**config.mk**
```make
export PLATFORM = sky130hd
export DESIGN_NAME = aes_out_block_fifo
export DESIGN_NICKNAME = d
export VERILOG_FILES = /design/src/rtl/aes_out_block_fifo.sv
export SDC_FILE = /design/constraint.sdc
export NUM_CORES = 1
export LEC_CHECK = 0
export CORE_ASPECT_RATIO = 0.8
export CORE_UTILIZATION = 58
export DETAILED_ROUTE_END_ITERATION = 16
export PLACE_DENSITY = 0.78
export SLEW_MARGIN = 20
export SYNTH_ARGS = -nofsm -noshare
export SYNTH_HDL_FRONTEND = slang
export SYNTH_SLANG_ARGS = --single-unit
```
**constraint.sdc**
```tcl
create_clock -name clk -period 21 [get_ports clk]
set_input_delay 4.2 -clock clk [delete_from_list [all_inputs] [get_ports clk]]
set_output_delay 4.2 -clock clk [all_outputs]
set_load 0.02 [all_outputs]
```
**src/rtl/aes_out_block_fifo.sv**
```systemverilog
// Output stage for the AES core: buffers up to DEPTH cipher blocks and streams
// the head block out byte 0 first, with a random-access peek into the head block.
module aes_out_block_fifo #(
    parameter  int BLOCK_W = 128,
    parameter  int BYTE_W  = 8,
    parameter  int DEPTH   = 4,
    localparam int NB      = BLOCK_W / BYTE_W,
    localparam int AW      = $clog2(NB),
    localparam int CW      = $clog2(DEPTH + 1),
    localparam int PW      = $clog2(DEPTH)
) (
    input  logic               clk,
    input  logic               rst,
    input  logic               flush,
    input  logic [BLOCK_W-1:0] in_data,
    input  logic               in_valid,
    output logic               in_ready,
    output logic [BYTE_W-1:0]  out_byte,
    output logic               out_valid,
    input  logic               out_ready,
    output logic               out_last,
    input  logic [AW-1:0]      peek_addr,
    output logic [BYTE_W-1:0]  peek_data,
    output logic [CW-1:0]      count,
    output logic               full,
    output logic               empty
);

    logic [NB-1:0][BYTE_W-1:0] mem [DEPTH];
    logic [NB-1:0][BYTE_W-1:0] head;
    logic [PW-1:0]             wr_ptr;
    logic [PW-1:0]             rd_ptr;
    logic [AW-1:0]             byte_idx;
    logic                      push;
    logic                      beat;
    logic                      last_byte;
    logic                      pop;

    assign full      = (count == CW'(DEPTH));
    assign empty     = (count == '0);
    assign in_ready  = ~full;
    assign out_valid = ~empty;

    // flush wins over a same-cycle push or beat, so both are masked here
    assign push      = in_valid & in_ready & ~flush;
    assign beat      = out_valid & out_ready & ~flush;
    assign last_byte = (byte_idx == AW'(NB - 1));
    assign pop       = beat & last_byte;

    assign head      = mem[rd_ptr];
    assign out_byte  = empty ? '0 : head[byte_idx];
    assign out_last  = ~empty & last_byte;
    assign peek_data = empty ? '0 : head[peek_addr];

    always_ff @(posedge clk) begin
        if (rst) begin
            for (int i = 0; i < DEPTH; i++) begin
                mem[i] <= '0;
            end
        end else if (push) begin
            mem[wr_ptr] <= in_data;
        end
    end

    always_ff @(posedge clk) begin
        if (rst || flush) begin
            wr_ptr   <= '0;
            rd_ptr   <= '0;
            byte_idx <= '0;
            count    <= '0;
        end else begin
            if (push) begin
                wr_ptr <= wr_ptr + PW'(1);
            end
            if (beat) begin
                byte_idx <= last_byte ? '0 : byte_idx + AW'(1);
            end
            if (pop) begin
                rd_ptr <= rd_ptr + PW'(1);
            end
            count <= count + CW'(push) - CW'(pop);
        end
    end

endmodule

```
==> Implementation_results.wiki, run 1 <==
{| class="wikitable"
! Metric !! Value
|-
| Outcome || completed
|-
| Worst-case clock skew || 18.41 ps
|-
| Fraction of the mapped netlist area in simple logic gates || 9.778%
|-
| Setup violation total in the final timing report || 0
|-
| Area fraction in compound gates after synthesis || 2.972%
|-
| Headroom to the max-slew limit || 25.14%
|-
| Worst-case setup margin in the final layout || 9236 ps
|-
| Maximum number of pins on one net before global-route repair || 74
|-
| Pre-CTS setup slack || 9353 ps
|-
| Post-synthesis share of cell area spent on full adders, half adders and majority gates || 0.2241%
|-
| Cell type of the slowest stage on the worst timing path || sky130_fd_sc_hd__clkdlybuf4s50_1
|-
| Final number of hold-violating endpoints || 0
|-
| Routability congestion estimate || 0.9480
|-
| Reg2Reg Launch Point || byte_idx[1]$_SDFFE_PP0N_
|-
| P_leak || 10.64 nW
|-
| Largest family of logic cells by synthesized area || multiplexers
|-
| Clock period minus final worst setup slack || 11760 ps
|-
| Number of flops mapped to enable cells by yosys || 512
|-
| Post-cts hold buffer count || 0
|-
| Clock tree from TritonCTS || yes
|-
| Share of layout cells above drive strength 1 || 16.80%
|-
| Worst Reg-to-Reg Cells || 11
|-
| Maximum buffer depth of the clock tree || 3
|-
| Critical Path Source || peek_addr[1]
|-
| Worst-margin pin slew || 1123 ps
|-
| Width of the chip || 237.3 um
|-
| Number of global-route vias before repair || 16250
|-
| Insertion delay to the later sink of the worst-skew pair || 600 ps
|-
| Final worst-path cycle share || 56.02%
|-
| Critical path start-end classification || in -> out
|-
| RSZ-0062 raised after global routing || no
|-
| Series of cell instances along the critical path || clkdlybuf4s50_1 -> nand2b_1 -> or3_1 -> o21ai_0 -> nor4_1 -> o311ai_0 -> nand3_1 -> clkdlybuf4s50_1
|-
| Post-synthesis xor/xnor area fraction || 0.2387%
|-
| Number of standard cells after synthesis || 1830
|-
| Kind of end point of the critical path || primary output
|-
| Sinks on the clock net || 525
|-
| Number of rows in the core area || 68
|-
| IR drop worst, VDD || 0.05792 mV
|-
| Die footprint || 45130 um^2
|-
| Detailed-placement wirelength estimate || 43.40 mm
|-
| Number of remaining DRC errors || 0
|-
| Post-detailed-route via-to-cell ratio || 6.516
|-
| Die extent in y || 190.2 um
|-
| Number of antenna diodes || 0
|-
| CTS Root Cell || sky130_fd_sc_hd__clkbuf_16
|-
| Sequential fraction of the synthesis area || 60.88%
|-
| Category of the worst setup path launch point || input pin
|-
| Clock transition at path regs || 60 ps
|-
| Total instance count after detailed placement || 2437
|-
| Dominant cell type by count on the critical path || sky130_fd_sc_hd__clkdlybuf4s50_1
|-
| Number of antenna violations at the first check in global routing || 2
|-
| Area growth from synthesis to layout || 13.33%
|-
| Worst EP arrival || 7560 ps
|-
| Post-CTS Repair Setup Buffers || 0
|-
| Capture point of the worst path || peek_data[1]
|-
| Initial detailed-routing violation count || 2295
|-
| Max Transition Viols Final || 0
|-
| Multiplexer fraction of the synthesized cell area || 21.00%
|-
| Required time at the endpoint of the critical path || 16800 ps
|-
| Antenna viol nets, final || 0
|-
| Utilization after layout || 67.07%
|-
| Via count || 16490
|-
| Overflow left after global routing || 0
|-
| Layout Nets || 2071
|-
| Core outline area || 43390 um^2
|-
| Initial DRT Pass Iterations || 6
|-
| Critical R2R Capture || count[2]$_SDFF_PP0_
|-
| Number of placed I/O pins || 161
|-
| Number of port buffers || 160
|-
| Count of warnings emitted by yosys || 0
|-
| Wire length reported by the detailed router || 68.41 mm
|-
| Top flip-flop cell by instance count after synthesis || sky130_fd_sc_hd__edfxtp_1
|-
| Type of the worst min-delay path || reg -> reg
|-
| Starting density of the core || 59.18%
|-
| Cell area after synthesis || 25680 um^2
|-
| Number of buffers created by CTS || 51
|-
| Maximum clock frequency || 85.01 MHz
|-
| Flip-flop and latch count after synthesis || 525
|-
| Synth unique cells || 50
|-
| First-pass GRT wire length || 103.0 mm
|-
| Post-Synthesis Mean Instance Area || 14.03 um^2
|-
| Setup slack on the worst flop-to-flop path || 17540 ps
|-
| Biggest cell delay along the critical path || 980 ps
|-
| Count of max-cap constraint violations || 0
|-
| Critical path fanouts, max || 16
|-
| Share of flip-flops with an asynchronous set or reset || 0%
|-
| Final-layout setup total negative slack || 0 ps
|-
| Number of non-filler instances in the completed layout || 2530
|-
| Net Count, Synth || 1971
|-
| # resized after CTS || 0
|-
| Clock H-tree levels || 2
|-
| Overall routing resource usage || 31.00%
|-
| Routed WL per cell || 27.04 um
|-
| Areal power density over the cells || 79.12 nW/um^2
|}
cells in the final DEF (no fill, tap or decap), types with 5 or more instances in the layout:
cell type                         count
sky130_fd_sc_hd__clkbuf_1             7
sky130_fd_sc_hd__o221ai_1             8
sky130_fd_sc_hd__nor2_1             405
sky130_fd_sc_hd__mux2i_1             55
sky130_fd_sc_hd__o21ai_1              7
sky130_fd_sc_hd__edfxtp_1           512
sky130_fd_sc_hd__o21ai_0             16
sky130_fd_sc_hd__dfxtp_1              9
sky130_fd_sc_hd__a211oi_1            15
sky130_fd_sc_hd__a21oi_1             21
sky130_fd_sc_hd__nor3_1              14
sky130_fd_sc_hd__nand3_1             17
sky130_fd_sc_hd__o31ai_1              5
sky130_fd_sc_hd__nand2_1            150
sky130_fd_sc_hd__mux4_2             212
sky130_fd_sc_hd__mux2_2               6
sky130_fd_sc_hd__nor4_1               5
sky130_fd_sc_hd__clkbuf_16           52
sky130_fd_sc_hd__inv_1              138
sky130_fd_sc_hd__o22ai_1             17
sky130_fd_sc_hd__clkinv_2            10
sky130_fd_sc_hd__clkdlybuf4s50_1    158
sky130_fd_sc_hd__nand2b_1             6
sky130_fd_sc_hd__buf_4               24
sky130_fd_sc_hd__nor2b_1             12
sky130_fd_sc_hd__clkinv_1            14
power by group:
group          switching [mW]  internal (mW)
clock                   0.395          0.503
sequential             0.0203           1.20
combinational           0.110         0.0755
total                   0.525           1.78
cells in the mapped netlist, types with 12 or more instances:
library cell	instances	area, um^2
sky130_fd_sc_hd__a21oi_1	21	105.1
sky130_fd_sc_hd__buf_6	17	191.4
sky130_fd_sc_hd__edfxtp_1	512	15370
sky130_fd_sc_hd__nand3_1	17	85.08
sky130_fd_sc_hd__mux2i_1	55	550.5
sky130_fd_sc_hd__nor2_1	406	1524
sky130_fd_sc_hd__buf_2	26	130.1
sky130_fd_sc_hd__inv_1	138	518.0
sky130_fd_sc_hd__clkbuf_1	75	281.5
sky130_fd_sc_hd__o21ai_0	17	85.08
sky130_fd_sc_hd__a211oi_1	15	112.6
sky130_fd_sc_hd__buf_4	12	90.09
sky130_fd_sc_hd__nand2_1	151	566.8
sky130_fd_sc_hd__nor3_1	14	70.07
sky130_fd_sc_hd__o22ai_1	17	106.4
sky130_fd_sc_hd__mux4_2	212	4775
sky130_fd_sc_hd__dfxtp_1	13	260.3
sky130_fd_sc_hd__nor2b_1	12	75.07
layout make-up:
cell class,instances,area (um^2)
fill,2983,14290
clock buffer,59,1328
sequential,525,15650
inverter,139,521.8
tap,560,700.7
clock inverter,34,284.0
timing repair buffer,183,1767
multi-input combinational,1030,8857
per-stage QoR:
step	power [mW]	area, um^2	hold WS [ps]
global route	2.362	29100	581.1
finish	2.303	29100	532.9
detailed placement	1.423	27490	515.1
global placement	1.418	27490	505.7
CTS	2.306	29100	537.3
floorplan	1.346	25680	484.7
critical path: cells and delay by family:
family | cells | cell delay (ps)
compound gates | 2 | 320
simple gates | 4 | 1410
buf+inv | 2 | 1620
how the worst min path moves through the flow:
stage                             end  depth (start not counted)                   start  slack (ps)
2_1_floorplan                register                          2  rd_ptr[1]$_SDFFE_PP0P_         480
3_3_place_gp                 register                          2  rd_ptr[1]$_SDFFE_PP0P_         510
3_5_place_dp                 register                          2  rd_ptr[1]$_SDFFE_PP0P_         520
4_1_cts                      register                          2  rd_ptr[0]$_SDFFE_PP0P_         540
5_1_grt                      register                          2  rd_ptr[1]$_SDFFE_PP0P_         580
6_report       rd_ptr[1]$_SDFFE_PP0P_                          2  rd_ptr[1]$_SDFFE_PP0P_         530
logic make-up after synthesis:
logic type / Yosys count
and+or+nand+nor: 630
buffers and inverters: 275
xor gates and xnor gates: 7
AOI/OAI and AO/OA: 116
adders and majority gates: 4
DFF: 525
muxes: 273
routing by layer:
layer  global-route usage [%]  vias up  wire, um  part of all wire (%)
li1                         -     6971         -                     -
met5                        0        -         0                     0
met4                    9.826        0      2098                   3.1
met1                    45.35     8341     27030                    40
met3                    8.082      146      8091                    12
met2                    46.04     1028     31190                    46
flip-flops by register name (all words and copies together) (netlist names), named ones only:
register and flops:
wr_ptr 2, mem 512, byte_idx 4, rd_ptr 2, count 3
Note: power is estimated with default switching activity, not from simulation.
==> run 2: changes to the inputs <==
==> constraint.sdc (replaced) <==
create_clock -name clk -period 11.33 [get_ports clk]
set_input_delay 2.266 -clock clk [delete_from_list [all_inputs] [get_ports clk]]
set_output_delay 2.266 -clock clk [all_outputs]
set_load 0.02 [all_outputs]
==> Implementation_results.wiki, run 2 (synthesis results as in run 1) <==
{| class="wikitable"
! Metric !! Value
|-
| Detailed-placement wirelength estimate || 42.64 mm (was 43.40 mm)
|-
| Routability congestion estimate || 0.9224 (was 0.9480)
|-
| Share of power burned in the clock network || 38.8% (was 39.0%)
|-
| Category of the worst setup path launch point || input pin (unchanged)
|-
| Post-detailed-route via-to-cell ratio || 6.557 (was 6.516)
|-
| Wire length reported by the detailed router || 68.07 mm (was 68.41 mm)
|-
| Registers with the highest flip-flop counts || mem x512, byte_idx x4, count x3 (unchanged)
|-
| Core outline area || 43390 um^2 (unchanged)
|-
| First-pass GRT wire length || 101.5 mm (was 103.0 mm)
|-
| Maximum number of pins on one net before global-route repair || 129 (was 74)
|-
| Filler cells || 2990 (was 2983)
|-
| Share of layout cells above drive strength 1 || 16.67% (was 16.80%)
|-
| Total instance count after detailed placement || 2437 (unchanged)
|-
| CTS Root Cell || sky130_fd_sc_hd__clkbuf_16 (unchanged)
|-
| Final worst-path cycle share || 70.55%
|-
| Final number of hold-violating endpoints || 0 (unchanged)
|-
| Layout Nets || 2070 (was 2071)
|-
| Cell-internal power || 3.299 mW (was 1.777 mW)
|-
| Number of antenna violations at the first check in global routing || 0 (was 2)
|-
| Overall routing resource usage || 30.50% (was 31.00%)
|-
| Max reg flops || 512 (unchanged)
|-
| Post-route cell area || 29110 um^2 (was 29100 um^2)
|-
| Number of remaining DRC errors || 0 (unchanged)
|-
| Hold path start || rd_ptr[1]$_SDFFE_PP0P_ (unchanged)
|-
| Utilization after layout || 67.08% (was 67.07%)
|-
| Number of non-filler instances in the completed layout || 2528 (was 2530)
|-
| Clock H-tree levels || 2 (unchanged)
|-
| Sinks on the clock net || 525 (unchanged)
|-
| Net switching component of the power || 0.9556 mW (was 0.5252 mW)
|-
| Kind of end point of the critical path || primary output (unchanged)
|-
| Maximum clock frequency || 125.1 MHz
|-
| Number of global-route vias before repair || 16240 (was 16250)
|-
| Number of antenna diodes || 0 (unchanged)
|-
| Number of port buffers || 160 (unchanged)
|-
| Initial detailed-routing violation count || 2086 (was 2295)
|-
| Number of placed I/O pins || 161 (unchanged)
|-
| Largest register by flop count || mem (unchanged)
|-
| Clock period minus final worst setup slack || 7994 ps
|-
| Routed WL per cell || 26.93 um (was 27.04 um)
|-
| Dominant cell type by count on the critical path || sky130_fd_sc_hd__clkdlybuf4s50_1 (unchanged)
|-
| Power share of the sequential group || 53.1% (was 53.0%)
|-
| Post-CTS Repair Setup Buffers || 0 (unchanged)
|-
| Number of buffers created by CTS || 50 (was 51)
|-
| Count of max-cap constraint violations || 0 (unchanged)
|-
| Die extent in y || 190.2 um (unchanged)
|-
| Worst-case clock skew || 19.35 ps (was 18.41 ps)
|-
| Worst-margin pin slew || 1042 ps (was 1123 ps)
|-
| Outcome || completed (unchanged)
|-
| Critical path fanouts, max || 16 (unchanged)
|-
| Headroom to the max-slew limit || 30.55% (was 25.14%)
|-
| Width of the chip || 237.3 um (unchanged)
|-
| Critical Path Source || peek_addr[1] (unchanged)
|-
| Standard cell area after detailed placement || 27520 um^2 (was 27490 um^2)
|-
| Required time at the endpoint of the critical path || 9060 ps (was 16800 ps)
|-
| Overflow left after global routing || 0 (unchanged)
|-
| Area growth from synthesis to layout || 13.34% (was 13.33%)
|-
| Final-layout setup total negative slack || 0 ps (unchanged)
|-
| Worst EP arrival || 5730 ps (was 7560 ps)
|-
| Areal power density over the cells || 146.2 nW/um^2 (was 79.12 nW/um^2)
|-
| Setup slack on the worst flop-to-flop path || 7810 ps (was 17540 ps)
|-
| Clock transition at path regs || 60 ps (about the same)
|-
| Post-cts hold buffer count || 0 (unchanged)
|-
| RSZ-0062 raised after global routing || no (unchanged)
|-
| Series of cell instances along the critical path || clkdlybuf4s50_1 -> nand2b_1 -> or3_1 -> o21ai_0 -> nor4_1 -> o311ai_0 -> nand3_1 -> clkdlybuf4s50_1 (unchanged)
|-
| Reg2Reg Launch Point || count[1]$_SDFF_PP0_ (was byte_idx[1]$_SDFFE_PP0N_)
|-
| Max Transition Viols Final || 0 (unchanged)
|-
| Type of the worst min-delay path || reg -> reg (unchanged)
|-
| Maximum buffer depth of the clock tree || 3 (unchanged)
|-
| Die footprint || 45130 um^2 (unchanged)
|-
| # resized after CTS || 0 (unchanged)
|-
| Most frequent standard cell in the layout excluding fill and tap cells || sky130_fd_sc_hd__edfxtp_1 (unchanged)
|-
| Biggest cell delay along the critical path || 1000 ps (was 980 ps)
|-
| Cell type of the slowest stage on the worst timing path || sky130_fd_sc_hd__clkdlybuf4s50_1 (unchanged)
|-
| P_leak || 10.64 nW (about the same)
|-
| Clock tree from TritonCTS || yes (unchanged)
|-
| Number of rows in the core area || 68 (unchanged)
|-
| Insertion delay to the later sink of the worst-skew pair || 580 ps (was 600 ps)
|-
| Via count || 16580 (was 16490)
|-
| Most frequent cells in the layout || sky130_fd_sc_hd__edfxtp_1, sky130_fd_sc_hd__nor2_1, sky130_fd_sc_hd__mux4_2 (unchanged)
|-
| Setup violation total in the final timing report || 0 (unchanged)
|-
| Worst Hold Margin || 546.5 ps (was 532.9 ps)
|-
| IR drop worst, VDD || 0.1173 mV (was 0.05792 mV)
|-
| Critical path start-end classification || in -> out (unchanged)
|-
| Starting density of the core || 59.18% (unchanged)
|-
| Switching power as a share of total power || 22.46% (was 22.81%)
|-
| Initial DRT Pass Iterations || 6 (unchanged)
|-
| Antenna viol nets, final || 0 (unchanged)
|-
| Combinational Power Share || 8.1% (was 8.0%)
|}
-- run 2: changes by cell type in the layout (fill, tap and decap cells not counted), sizes merged --
cell / previous run / this run
clkbuf: 59 / 65
inv: 141 / 139
clkinv: 25 / 20
clkinvlp: 3 / 2
-- run 2: worst paths after layout --
| check | end | cells after the start |
|---|---|---|
| worst max-delay path | peek_data[1] | 8 |
| worst min-delay path | rd_ptr[1]$_SDFFE_PP0P_ | 2 |
| worst max register to register | mem[3][89]$_DFFE_PP_ | 8 |
| worst min register to register | rd_ptr[1]$_SDFFE_PP0P_ | 2 |
-- run 2: area by class of cell --
cell class	count	area [um^2]	share of cell area, %
clock buffer	65	1360	4.672
multi-input combinational	1030	8857	30.43
tap	560	700.7	2.407
clock inverter	26	231.5	0.7952
sequential	525	15650	53.75
inverter	139	521.8	1.792
timing repair buffer	183	1792	6.155
-- run 2: power by group through the flow --
stage	registers [mW]	logic, mW	clock network, mW
after floorplan	2.30	0.187	0
after global placement	2.29	0.332	0
after detailed placement	2.30	0.337	0
after CTS	2.26	0.339	1.66
after global routing	2.27	0.357	1.74
final	2.26	0.343	1.65
-- run 2: critical path: cells and delay by family --
| kind | cells | cell delay [ps] |
|---|---|---|
| buffers and inverters | 2 | 1620 |
| and+or+nand+nor | 4 | 1520 |
| AOI/OAI and AO/OA | 2 | 320 |
-- run 2: metal layers --
metal	vias to the layer above	share of wire (%)	GRT usage, %
li1	6956	-	-
met1	8297	38	44.11
met2	1152	46	46.95
met3	172	12	6.312
met4	0	3.6	10.07
met5	-	0	0
-- run 2: through the flow --
step / setup slack, ps / power [mW]
2_1_floorplan: -1249 / 2.491
5_1_grt: 3233 / 4.358
6_report: 3336 / 4.255
4_1_cts: 3418 / 4.258
3_3_place_gp: 3423 / 2.624
3_5_place_dp: 3417 / 2.635
==> run 3: changes to the inputs <==
--- a/config.mk
+++ b/config.mk
@@ -6,9 +6,9 @@
 export NUM_CORES = 1
 export LEC_CHECK = 0
 export CORE_ASPECT_RATIO = 0.8
-export CORE_UTILIZATION = 58
+export CORE_UTILIZATION = 54
 export DETAILED_ROUTE_END_ITERATION = 16
-export PLACE_DENSITY = 0.78
+export PLACE_DENSITY = 0.77
 export SLEW_MARGIN = 20
 export SYNTH_ARGS = -nofsm -noshare
 export SYNTH_HDL_FRONTEND = slang
==> constraint.sdc (replaced) <==
create_clock -name clk -period 6.6 [get_ports clk]
set_input_delay 1.32 -clock clk [delete_from_list [all_inputs] [get_ports clk]]
set_output_delay 1.32 -clock clk [all_outputs]
set_load 0.02 [all_outputs]
==> Implementation_results.wiki, run 3 (synthesis results as in run 1) <==
{| class="wikitable"
! Metric !! Value
|-
| Max Transition Viols Final || 0 (unchanged)
|-
| Layout Nets || 2083 (was 2070)
|-
| Type of the worst min-delay path || reg -> reg (unchanged)
|-
| Worst Hold Margin || 542.5 ps (was 546.5 ps)
|-
| Insertion delay to the later sink of the worst-skew pair || 600 ps (was 580 ps)
|-
| Number of remaining DRC errors || 0 (unchanged)
|-
| Final number of hold-violating endpoints || 0 (unchanged)
|-
| Die footprint || 48440 um^2 (was 45130 um^2)
|-
| Area growth from synthesis to layout || 14.66% (was 13.34%)
|-
| Maximum number of pins on one net before global-route repair || 129 (unchanged)
|-
| Post-detailed-route via-to-cell ratio || 6.361 (was 6.557)
|-
| Critical path fanouts, max || 16 (unchanged)
|-
| Share of layout cells above drive strength 1 || 17.08% (was 16.67%)
|-
| Number of global-route vias before repair || 16070 (was 16240)
|-
| Number of placed I/O pins || 161 (unchanged)
|-
| Number of buffers created by CTS || 52 (was 50)
|-
| Total instance count after detailed placement || 2508 (was 2437)
|-
| Initial DRT Pass Iterations || 5 (was 6)
|-
| Worst-case clock skew || 17.40 ps (was 19.35 ps)
|-
| Worst EP arrival || 4620 ps (was 5730 ps)
|-
| Number of port buffers || 160 (unchanged)
|-
| CTS Root Cell || sky130_fd_sc_hd__clkbuf_16 (unchanged)
|-
| Clock tree from TritonCTS || yes (unchanged)
|-
| Maximum clock frequency || 168.2 MHz
|-
| Setup slack on the worst flop-to-flop path || 3260 ps (was 7810 ps)
|-
| Critical path start-end classification || in -> out (unchanged)
|-
| Final worst-path cycle share || 90.06%
|-
| Width of the chip || 245.8 um (was 237.3 um)
|-
| Overall routing resource usage || 29.20% (was 30.50%)
|-
| Detailed-placement wirelength estimate || 43.87 mm (was 42.64 mm)
|-
| Wire length reported by the detailed router || 69.54 mm (was 68.07 mm)
|-
| Initial detailed-routing violation count || 2057 (was 2086)
|-
| Antenna viol nets, final || 0 (unchanged)
|-
| Largest register by flop count || mem (unchanged)
|-
| Post-cts hold buffer count || 0 (unchanged)
|-
| Post-CTS Repair Setup Buffers || 0 (unchanged)
|-
| First-pass GRT wire length || 103.7 mm (was 101.5 mm)
|-
| Required time at the endpoint of the critical path || 5280 ps (was 9060 ps)
|-
| Starting density of the core || 54.65% (was 59.18%)
|-
| Number of antenna violations at the first check in global routing || 1 (was 0)
|-
| Number of cells on the worst hold path || 2 (unchanged)
|-
| IR drop worst, VDD || 0.1939 mV (was 0.1173 mV)
|-
| Core outline area || 46990 um^2 (was 43390 um^2)
|-
| Clock H-tree levels || 2 (unchanged)
|-
| Most frequent standard cell in the layout excluding fill and tap cells || sky130_fd_sc_hd__edfxtp_1 (unchanged)
|-
| Headroom to the max-slew limit || 27.63% (was 30.55%)
|-
| Routability congestion estimate || 0.8955 (was 0.9224)
|-
| Most frequent cells in the layout || sky130_fd_sc_hd__edfxtp_1, sky130_fd_sc_hd__nor2_1, sky130_fd_sc_hd__mux4_2 (unchanged)
|-
| Outcome || completed (unchanged)
|-
| Areal power density over the cells || 252.9 nW/um^2 (was 146.2 nW/um^2)
|-
| Count of max-cap constraint violations || 0 (unchanged)
|-
| # resized after CTS || 0 (unchanged)
|-
| Category of the worst setup path launch point || input pin (unchanged)
|-
| Number of rows in the core area || 71 (was 68)
|-
| Final-layout setup total negative slack || 0 ps (unchanged)
|-
| Worst Reg-to-Reg Cells || 11 (was 8)
|-
| Kind of end point of the critical path || primary output (unchanged)
|-
| RSZ-0062 raised after global routing || no (unchanged)
|-
| Sinks on the clock net || 525 (unchanged)
|-
| Worst-margin pin slew || 1086 ps (was 1042 ps)
|-
| Clock transition at path regs || 70 ps (was 60 ps)
|-
| Filler cells || 3408 (was 2990)
|-
| Routed WL per cell || 26.75 um (was 26.93 um)
|-
| Number of non-filler instances in the completed layout || 2600 (was 2528)
|-
| Maximum buffer depth of the clock tree || 3 (unchanged)
|-
| Via count || 16540 (was 16580)
|-
| Setup violation total in the final timing report || 0 (unchanged)
|-
| Clock period minus final worst setup slack || 5944 ps
|-
| Max reg flops || 512 (unchanged)
|-
| Registers with the highest flip-flop counts || mem x512, byte_idx x4, count x3 (unchanged)
|-
| Die extent in y || 197.1 um (was 190.2 um)
|-
| P_leak || 10.76 nW (was 10.64 nW)
|-
| Overflow left after global routing || 0 (unchanged)
|}
[run 3: cell count changes in the layout (fill, tap and decap cells not counted), sizes merged]
cell      change
buf          +11
bufinv        +3
clkbuf        -4
clkinv        +2
clkinvlp      -1
diode         +1
[run 3: path summary, 6_finish.rpt]
kind	from	end
worst min-delay path	rd_ptr[1]$_SDFFE_PP0P_	rd_ptr[1]$_SDFFE_PP0P_
worst max-delay path	peek_addr[1]	peek_data[1]
worst min register to register	rd_ptr[1]$_SDFFE_PP0P_	rd_ptr[1]$_SDFFE_PP0P_
worst max register to register	byte_idx[2]$_SDFFE_PP0N_	count[2]$_SDFF_PP0_
[run 3: stage by stage]
step	power, mW	worst slack [ps]	area [um^2]	utilization, %
after floorplan	4.260	-1017	25690	-
after global placement	4.515	836.8	27770	59.10
after detailed placement	4.532	795.4	27770	59.10
after CTS	7.446	785.3	29440	62.65
after global routing	7.615	617.2	29440	62.65
final	7.447	656.2	29450	62.66
[run 3: worst max-delay path, cell delays in order]
cell and delay, ps:
sky130_fd_sc_hd__clkdlybuf4s50_1 480, sky130_fd_sc_hd__buf_4 240, sky130_fd_sc_hd__nand2b_1 680, sky130_fd_sc_hd__or3_1 200
sky130_fd_sc_hd__o21ai_0 90, sky130_fd_sc_hd__nor4_1 440, sky130_fd_sc_hd__o311ai_0 240, sky130_fd_sc_hd__nand3_1 260
sky130_fd_sc_hd__clkdlybuf4s50_1 670
[run 3: area by class of cell]
| cell class | instances | area [um^2] | area share, % |
|---|---|---|---|
| Inverter | 139 | 521.8 | 1.772 |
| Clock buffer | 61 | 1335 | 4.534 |
| Multi-Input combinational cell | 1030 | 8857 | 30.08 |
| Antenna cell | 1 | 2.502 | 0.008498 |
| Tap cell | 620 | 775.7 | 2.634 |
| Clock inverter | 30 | 334.1 | 1.135 |
| Timing Repair Buffer | 194 | 1974 | 6.705 |
| Sequential cell | 525 | 15650 | 53.13 |
[run 3: metal layers]
metal / track usage (%) / wire, um / up-vias
met4: 8.673 / 1719 / 0
met2: 43.20 / 31870 / 1082
met3: 6.738 / 8262 / 113
met1: 43.41 / 27690 / 8354
met5: 0.7099 / 0 / -
li1: - / - / 6989
[run 3: where the power goes]
part	total, mW	internal, mW	switching, mW
Clock	2.97	1.71	1.26
Combinational	0.598	0.245	0.352
Sequential	3.88	3.81	0.0635
Total	7.45	5.77	1.67
